### config.mk
export PLATFORM = sky130hd
export DESIGN_NAME = pong_match_controller
export DESIGN_NICKNAME = d
export VERILOG_FILES = /design/src/rtl/pong_match_controller.sv
export SDC_FILE = /design/constraint.sdc
export NUM_CORES = 1
export LEC_CHECK = 0
export ABC_AREA = 1
export CAP_MARGIN = 15
export CORE_MARGIN = 3
export CORE_UTILIZATION = 25
export CTS_CLUSTER_SIZE = 25
export DETAILED_ROUTE_END_ITERATION = 10
export MAX_ROUTING_LAYER = met4
export PLACE_DENSITY = 0.54
export SKIP_CTS_REPAIR_TIMING = 1
export SLEW_MARGIN = 20
export SYNTH_ARGS = -nofsm -noshare
export SYNTH_HDL_FRONTEND = slang
export SYNTH_SLANG_ARGS = --single-unit
export TNS_END_PERCENT = 50
### constraint.sdc
create_clock -name clock -period 1.51 [get_ports clock]
set_clock_uncertainty 0.05 [all_clocks]
set_input_delay 0.151 -clock clock [delete_from_list [all_inputs] [get_ports clock]]
set_output_delay 0.151 -clock clock [all_outputs]
set_load 0.1 [all_outputs]
### src/rtl/pong_match_controller.sv
// pong_match_controller: Pong match sequencer that gates paddles and ball, counts serve/point frames, scores and detects the winner.
module pong_match_controller #(
    parameter int WIN_SCORE    = 7,
    parameter int SERVE_FRAMES = 60,
    parameter int POINT_FRAMES = 90
) (
    input  logic       clock,
    input  logic       reset,
    input  logic       frame_tick,
    input  logic       start,
    input  logic       miss_left,
    input  logic       miss_right,
    output logic       paddle_run,
    output logic       ball_run,
    output logic       serve_dir,
    output logic [3:0] score_left,
    output logic [3:0] score_right,
    output logic       game_over,
    output logic       winner,
    output logic [2:0] state
);
    typedef enum logic [2:0] {
        IDLE      = 3'd0,
        SERVE     = 3'd1,
        PLAY      = 3'd2,
        POINT     = 3'd3,
        GAME_OVER = 3'd4
    } state_t;

    localparam logic [7:0] SERVE_LOAD = 8'(SERVE_FRAMES - 1);
    localparam logic [7:0] POINT_LOAD = 8'(POINT_FRAMES - 1);
    localparam logic [3:0] WIN        = 4'(WIN_SCORE);

    state_t     state_n;
    logic [7:0] count, count_n;
    logic [3:0] left_n, right_n;
    logic [3:0] left_inc, right_inc;
    logic       dir_n, winner_n, start_q, start_pulse;

    assign start_pulse = start & ~start_q;
    assign left_inc    = score_left + 4'd1;
    assign right_inc   = score_right + 4'd1;

    always_comb begin
        state_n  = state_t'(state);
        count_n  = count;
        left_n   = score_left;
        right_n  = score_right;
        dir_n    = serve_dir;
        winner_n = winner;
        case (state)
            IDLE, GAME_OVER: if (start_pulse) begin
                state_n  = SERVE;
                left_n   = 4'd0;
                right_n  = 4'd0;
                dir_n    = 1'b1;
                winner_n = 1'b0;
                count_n  = SERVE_LOAD;
            end
            SERVE, POINT: if (frame_tick) begin
                // an expired POINT freeze reloads the counter for the next serve
                state_n = count != 8'd0 ? state_t'(state) : (state == SERVE ? PLAY : SERVE);
                count_n = count != 8'd0 ? count - 8'd1 : (state == SERVE ? count : SERVE_LOAD);
            end
            PLAY: if (miss_left && miss_right) begin
                state_n = POINT;
                count_n = POINT_LOAD;
            end else if (miss_left) begin
                right_n  = right_inc;
                dir_n    = 1'b0;
                winner_n = right_inc == WIN;
                state_n  = right_inc == WIN ? GAME_OVER : POINT;
                count_n  = POINT_LOAD;
            end else if (miss_right) begin
                left_n  = left_inc;
                dir_n   = 1'b1;
                state_n = left_inc == WIN ? GAME_OVER : POINT;
                count_n = POINT_LOAD;
            end
            default: state_n = IDLE;
        endcase
    end

    always_ff @(posedge clock) begin
        if (reset) begin
            state       <= IDLE;
            count       <= 8'd0;
            score_left  <= 4'd0;
            score_right <= 4'd0;
            serve_dir   <= 1'b1;
            winner      <= 1'b0;
            start_q     <= 1'b0;
            paddle_run  <= 1'b0;
            ball_run    <= 1'b0;
            game_over   <= 1'b0;
        end else begin
            state       <= state_n;
            count       <= count_n;
            score_left  <= left_n;
            score_right <= right_n;
            serve_dir   <= dir_n;
            winner      <= winner_n;
            start_q     <= start;
            paddle_run  <= state_n == SERVE || state_n == PLAY;
            ball_run    <= state_n == PLAY;
            game_over   <= state_n == GAME_OVER;
        end
    end
endmodule

* Word level (Yosys, flattened, before mapping)
Cells that the tools add are included.
** Word-level totals
- Register bits :: 25
- Logic and storage cells :: 80
- Output and inout port bits :: 16
- Input port bits :: 6
** Cells by class
- Bitwise logic cells :: 2
- Eq/ne operators :: 18
- Reductions and logical operators :: 12
- $add $sub $neg :: 3
- Multiplexer cells :: 35
** Operators with widths (number)
- 8-bit two-way mux :: 7
- 3-bit two-way mux :: 8
- 4-bit two-way mux :: 6
- 8-bit case mux with 3 select lines :: 1
- 4-bit case mux with 2 select lines :: 2
- 2-bit inequality test, second input constant :: 6
- 5-bit AND reduction :: 2
- 3-bit by 2-bit == test with 1-bit output, second input constant :: 3
- 3-bit case mux with 3 select lines :: 1
- 4-bit by 1-bit adder with 4-bit output, second input constant :: 2
- 4-bit by 3-bit == test with 1-bit output, second input constant :: 2
- 4-bit AND reduction :: 2
- 8-bit nonzero test :: 1
- 8-bit by 1-bit subtractor with 8-bit output, second input constant :: 1
- 1-bit two-way mux :: 7
- 3-bit by 1-bit == test with 1-bit output, second input constant :: 2
- 3-bit == test, second input constant :: 2
- 3-bit inequality test, second input constant :: 2
- 4-bit inequality test, second input constant :: 1
- 1-bit case mux with 2 select lines :: 2
- 2-bit OR reduction :: 2
- 3-bit zero test :: 1
- 3-bit nonzero test :: 1
- 2-bit two-way mux :: 1
- other kinds (5) :: 5

* Longest topological paths before layout
- Word-level depth :: 9
- Depth in mapped cells :: 13
- Gate-level depth less buffers :: 13

* Worst setup path after synthesis
No wires, ideal clock.
- Path kind :: register -> register
- From :: register state[0]
- To :: register count[0]
- Library setup time :: 0.118 ns
- Stages on the path, launching flop included :: 8
- Data required time :: 1.342 ns
- Arrival time :: 2.093 ns
- Setup slack :: -0.751 ns
- Cells stage by stage :: dfxtp_1 > clkinv_2 > nor2_1 > nand3_1 > nand2_4 > inv_6 > o21ai_0 > nor2_1
** On the way
- Cells in the longest elaborated chain, start to end :: 4
** RTL lines
- start: declaration :: line 20 : output logic [2:0] state
- start signal: assignment :: line 97 : state <= state_n;
- 3-bit by 1-bit == test with 1-bit output, or another cell as far along :: line 51, 63
- 2-bit OR reduction :: line 51 : case (state)
- 3-bit inequality test (no source line), or another cell as far along
- 5-bit AND reduction (no source line)
- end signal: assignment :: line 98 : count <= count_n;
- end: declaration :: line 35 : logic [7:0] count, count_n;
Several ways; a longest one is shown, not always the timed one.
A chain may end at the register's enable or synchronous reset.

* Worst setup path in the final report
- From :: register count[0]
- To :: register count[0]
** On the way
- Cells in the longest elaborated chain, start to end :: 4
** RTL lines
- 8-bit by 1-bit subtractor with 8-bit output or 8-bit nonzero test (tied branches) :: line 63 : count_n = count != 8'd0 ? count - 8'd1 : (state == SERVE ? count : SERVE_LOAD);
- 8-bit two-way mux :: line 63
- 8-bit two-way mux :: line 60 : SERVE, POINT: if (frame_tick) begin
- 8-bit case mux with 3 select lines :: line 51
Several ways; a longest one is shown, not always the timed one. The select of a mux whose other input is x is not followed.

==> reports/results.txt <==
The met2 track utilization from global routing is 0.176, and the total standard cell area after synthesis is 1480 sq um. The total overflow left after global routing is 0. Derived from the worst setup path, the maximum achievable clock frequency is 630 MHz. The min-delay analysis places its worst path in the category in -> reg. For the net count of the finished layout, the log shows 302. The register cell area after layout was 541 sq um. The cell area power density is 842 nW/um^2, and the total CTS buffers is 3. The first global-routing pass estimated 6670 microns of wire. Wires add up to 4130 microns. The synthesized design spends more area on one cell type than any other, namely dfxtp_1. Leaving out filler cells and counting taps, the final layout contains 361.

The share of total power consumed by net switching is 0.401. The tools report the share of power burned in registers as 0.359. The flow ran to the end, but the final reports show violations. Setup slack of the most critical reg-to-reg path: -0.08 ns. Share of synthesized area occupied by flip-flops and latches: 0.338. Across the run, the number of max-cap violations was 0.

From bottom edge to top edge, the die measures 82.9 microns. After detailed routing, the number of remaining DRC violations is 0. The floorplan step defined a die boundary enclosing 6870 sq um. During synthesis, Yosys emitted a total of 0 warnings. The relative contribution of combinational cells to total power came out at 0.446. The final worst-path setup slack was -0.0780 ns. The iteration count of the initial detailed-routing pass is 5, and the max-slew headroom at the worst pin is 0.678. IR analysis of the VDD net gives a maximum drop of 0.369 mV. The number of H-tree branching levels was 1; the maximum fanout along the worst path was 6. In the post-synthesis netlist, the biggest area contributors are dfxtp_1 (34%), nand2_1 (13%), inv_1 (8.1%). Fill cells in the final layout number 570. After detailed routing, the number of vias per cell comes to 4.42.

The critical path arrival is 1.71 ns, and the number of antenna violations at the first check in global routing is 0. OpenSTA, run right after detailed placement, puts the worst setup slack at -0.255 ns. The starting density of the core is 0.264, and the average detailed-routed wire length per instance is 11.4 microns. The logs give 0.158 for the met1 usage in global routing and 15 for the largest net degree at the start of global routing.

The number of top-level pins was 22; the final period demand of the worst path was 1.59 ns. The part of the cycle the worst path needs was 1.05; the post-route antenna net violation count was 0. The final reports fail on setup timing.

The tools report the number of pins exceeding their max-slew limit in the final report as 0. Clock latency on the worst-skew pair, taken at its later pin, is 0.28 ns. Top-area cell type share of the netlist area: 0.338.

The die is 82.9 microns wide. The clock slew at the register clock pins of the worst setup and hold paths works out to 0.09 ns. For the met3 routing resource usage after global routing, the log shows 0.0169.

Port buffering added 21 buffers. Leakage power: 1.12 nW. Setup repair after global routing could not meet its margin everywhere. The share of post-route cells with drive strength above 1 is 0.481, and the setup violation total in the final timing report is 8.

Reported net switching power: 855 uW. TritonCTS built the clock tree. The number of antenna diodes in the final layout is 0.

The row count was 27; the total half-perimeter wirelength after legalization and detailed placement was 2910 microns. The internal portion of total power came out at 1.28 mW. The worst setup path is captured at a flip-flop. The global router's overall resource usage was 0.117. The worst setup path is of the reg -> reg kind.

The cell count after placement came out at 343. The tools report the number of library cell types mapped by synthesis as 27. Detailed routing inserted a total of 1596 vias. For the pin with the worst max-slew slack, the measured transition is 0.482 ns. In this run the deepest clock path goes through 2 buffers. In this run, synthesis produced a sequential element count of 25.

The cell sitting at the root of the clock tree is a clkbuf_8. STA puts the critical path data required time at 1.63 ns. The tools report the relative contribution of the clock network to total power as 0.195. For this block, the initial DRC count from the detailed router was 72.

The tools report the number of clock sinks as 25. The worst setup path is launched from a flip-flop. In the final layout, the multi-input gates occupy 1020 sq um. Routability-driven placement finished with a final weighted congestion of 0.828. The synthesized netlist net count came out at 236. Layer with the highest usage after global routing: met2. The tools report the final number of hold-violating endpoints as 0.

Average size of a mapped cell: 6.60 sq um. The tools report the area of the core as 5610 sq um. From synthesis to final layout, the design area changed by 71.3%.

After technology mapping, the gate count stands at 224. The number of global-route vias before repair is 1486.
[worst paths after layout]
kind / startpoint / endpoint / cells past startpoint
hold reg to reg: count[4]$_SDFFE_PP0P_ / count[4]$_SDFFE_PP0P_ / 2
hold / removal: start / start_q$_SDFF_PP0_ / 3
setup reg to reg: count[0]$_SDFFE_PP0P_ / count[0]$_SDFFE_PP0P_ / 9
setup / recovery: count[0]$_SDFFE_PP0P_ / count[0]$_SDFFE_PP0P_ / 9
[flip-flops by register name, indices dropped and copies added (netlist names)]
signal and count:
winner 1, score_right 4, game_over 1, ball_run 1, paddle_run 1, serve_dir 1, state 3, start_q 1
score_left 4, count 8
[cell type report]
class                   count  share of cell area
well taps                  72              0.0356
repair buffers             61               0.265
multi-input cells         161               0.402
repair inverters            1             0.00444
clock buffers               3              0.0163
flip-flops and latches     25               0.213
inverters                  37              0.0617
clock inverters             1             0.00198
[power by group through the flow]
stage,clock network (mW),registers (mW),logic [mW]
finish,0.415,0.766,0.952
global route,0.453,0.774,1.04
CTS,0.434,0.758,0.812
detailed placement,0,0.772,0.806
global placement,0,0.773,0.802
floorplan,0,0.914,0.384
[metrics by stage]
step	utilization	hold slack (ns)	total power [mW]	TNS, ns	instance area, sq um
5_1_grt	0.452	0.413	2.26	-1.77	2530
2_1_floorplan	-	0.170	1.30	-0.355	1570
4_1_cts	0.407	0.364	2.00	-0.120	2280
3_3_place_gp	0.399	0.426	1.57	-2.80	2240
6_report	0.452	0.380	2.13	-0.252	2530
3_5_place_dp	0.399	0.428	1.58	-3.31	2240
[layer usage]
layer,routed length (microns),vias up
met5,0,-
met4,51,0
met3,114,4
met2,1940,30
met1,2020,719
li1,-,843
[cells in the final DEF, fill, tap and decap left out, drive strengths merged, types with 3 or more instances in the layout]
cell type	instances
a21oi	15
buf	56
clkbuf	3
clkdlybuf4s50	5
dfxtp	25
ha	6
inv	38
nand2	61
nand3	16
nand4	3
nor2	33
nor3	6
o21ai	16
[Yosys cell counts]
master,number
or2_1,1
o21ai_0,11
o21ai_2,2
inv_6,1
inv_1,32
nand2_1,53
clkinv_2,1
nand3_4,1
a31oi_1,1
nor2_4,1
clkbuf_1,2
nand4_1,3
nand2_2,5
o21ai_1,3
a21oi_1,15
nor2_1,29
xnor2_1,2
nor3_1,4
ha_1,6
nor2_2,3
inv_2,3
nor3_4,1
nand2_4,2
nor3_2,1
dfxtp_1,25
nand3_1,15
xor2_1,1
[critical path, cell delays in order, from the launching register on]
cell and delay (ns):
dfxtp_2 0.33, inv_2 0.07, ha_4 0.13, nand2_2 0.06, nor2_4 0.18, nand3_2 0.21
nand2_8 0.17, inv_8 0.05, o21ai_0 0.16, nor2_1 0.07
[kinds of logic after synthesis]
kind of cell,Yosys count,synth area share
flip-flops,25,0.338
buffers and inverters,39,0.103
AND/OR/NAND/NOR,119,0.376
adder cells (fa/ha/maj),6,0.0508
XOR/XNOR,3,0.0178
AO/OA/AOI/OAI,32,0.114
(Power assumes the default switching activity.)
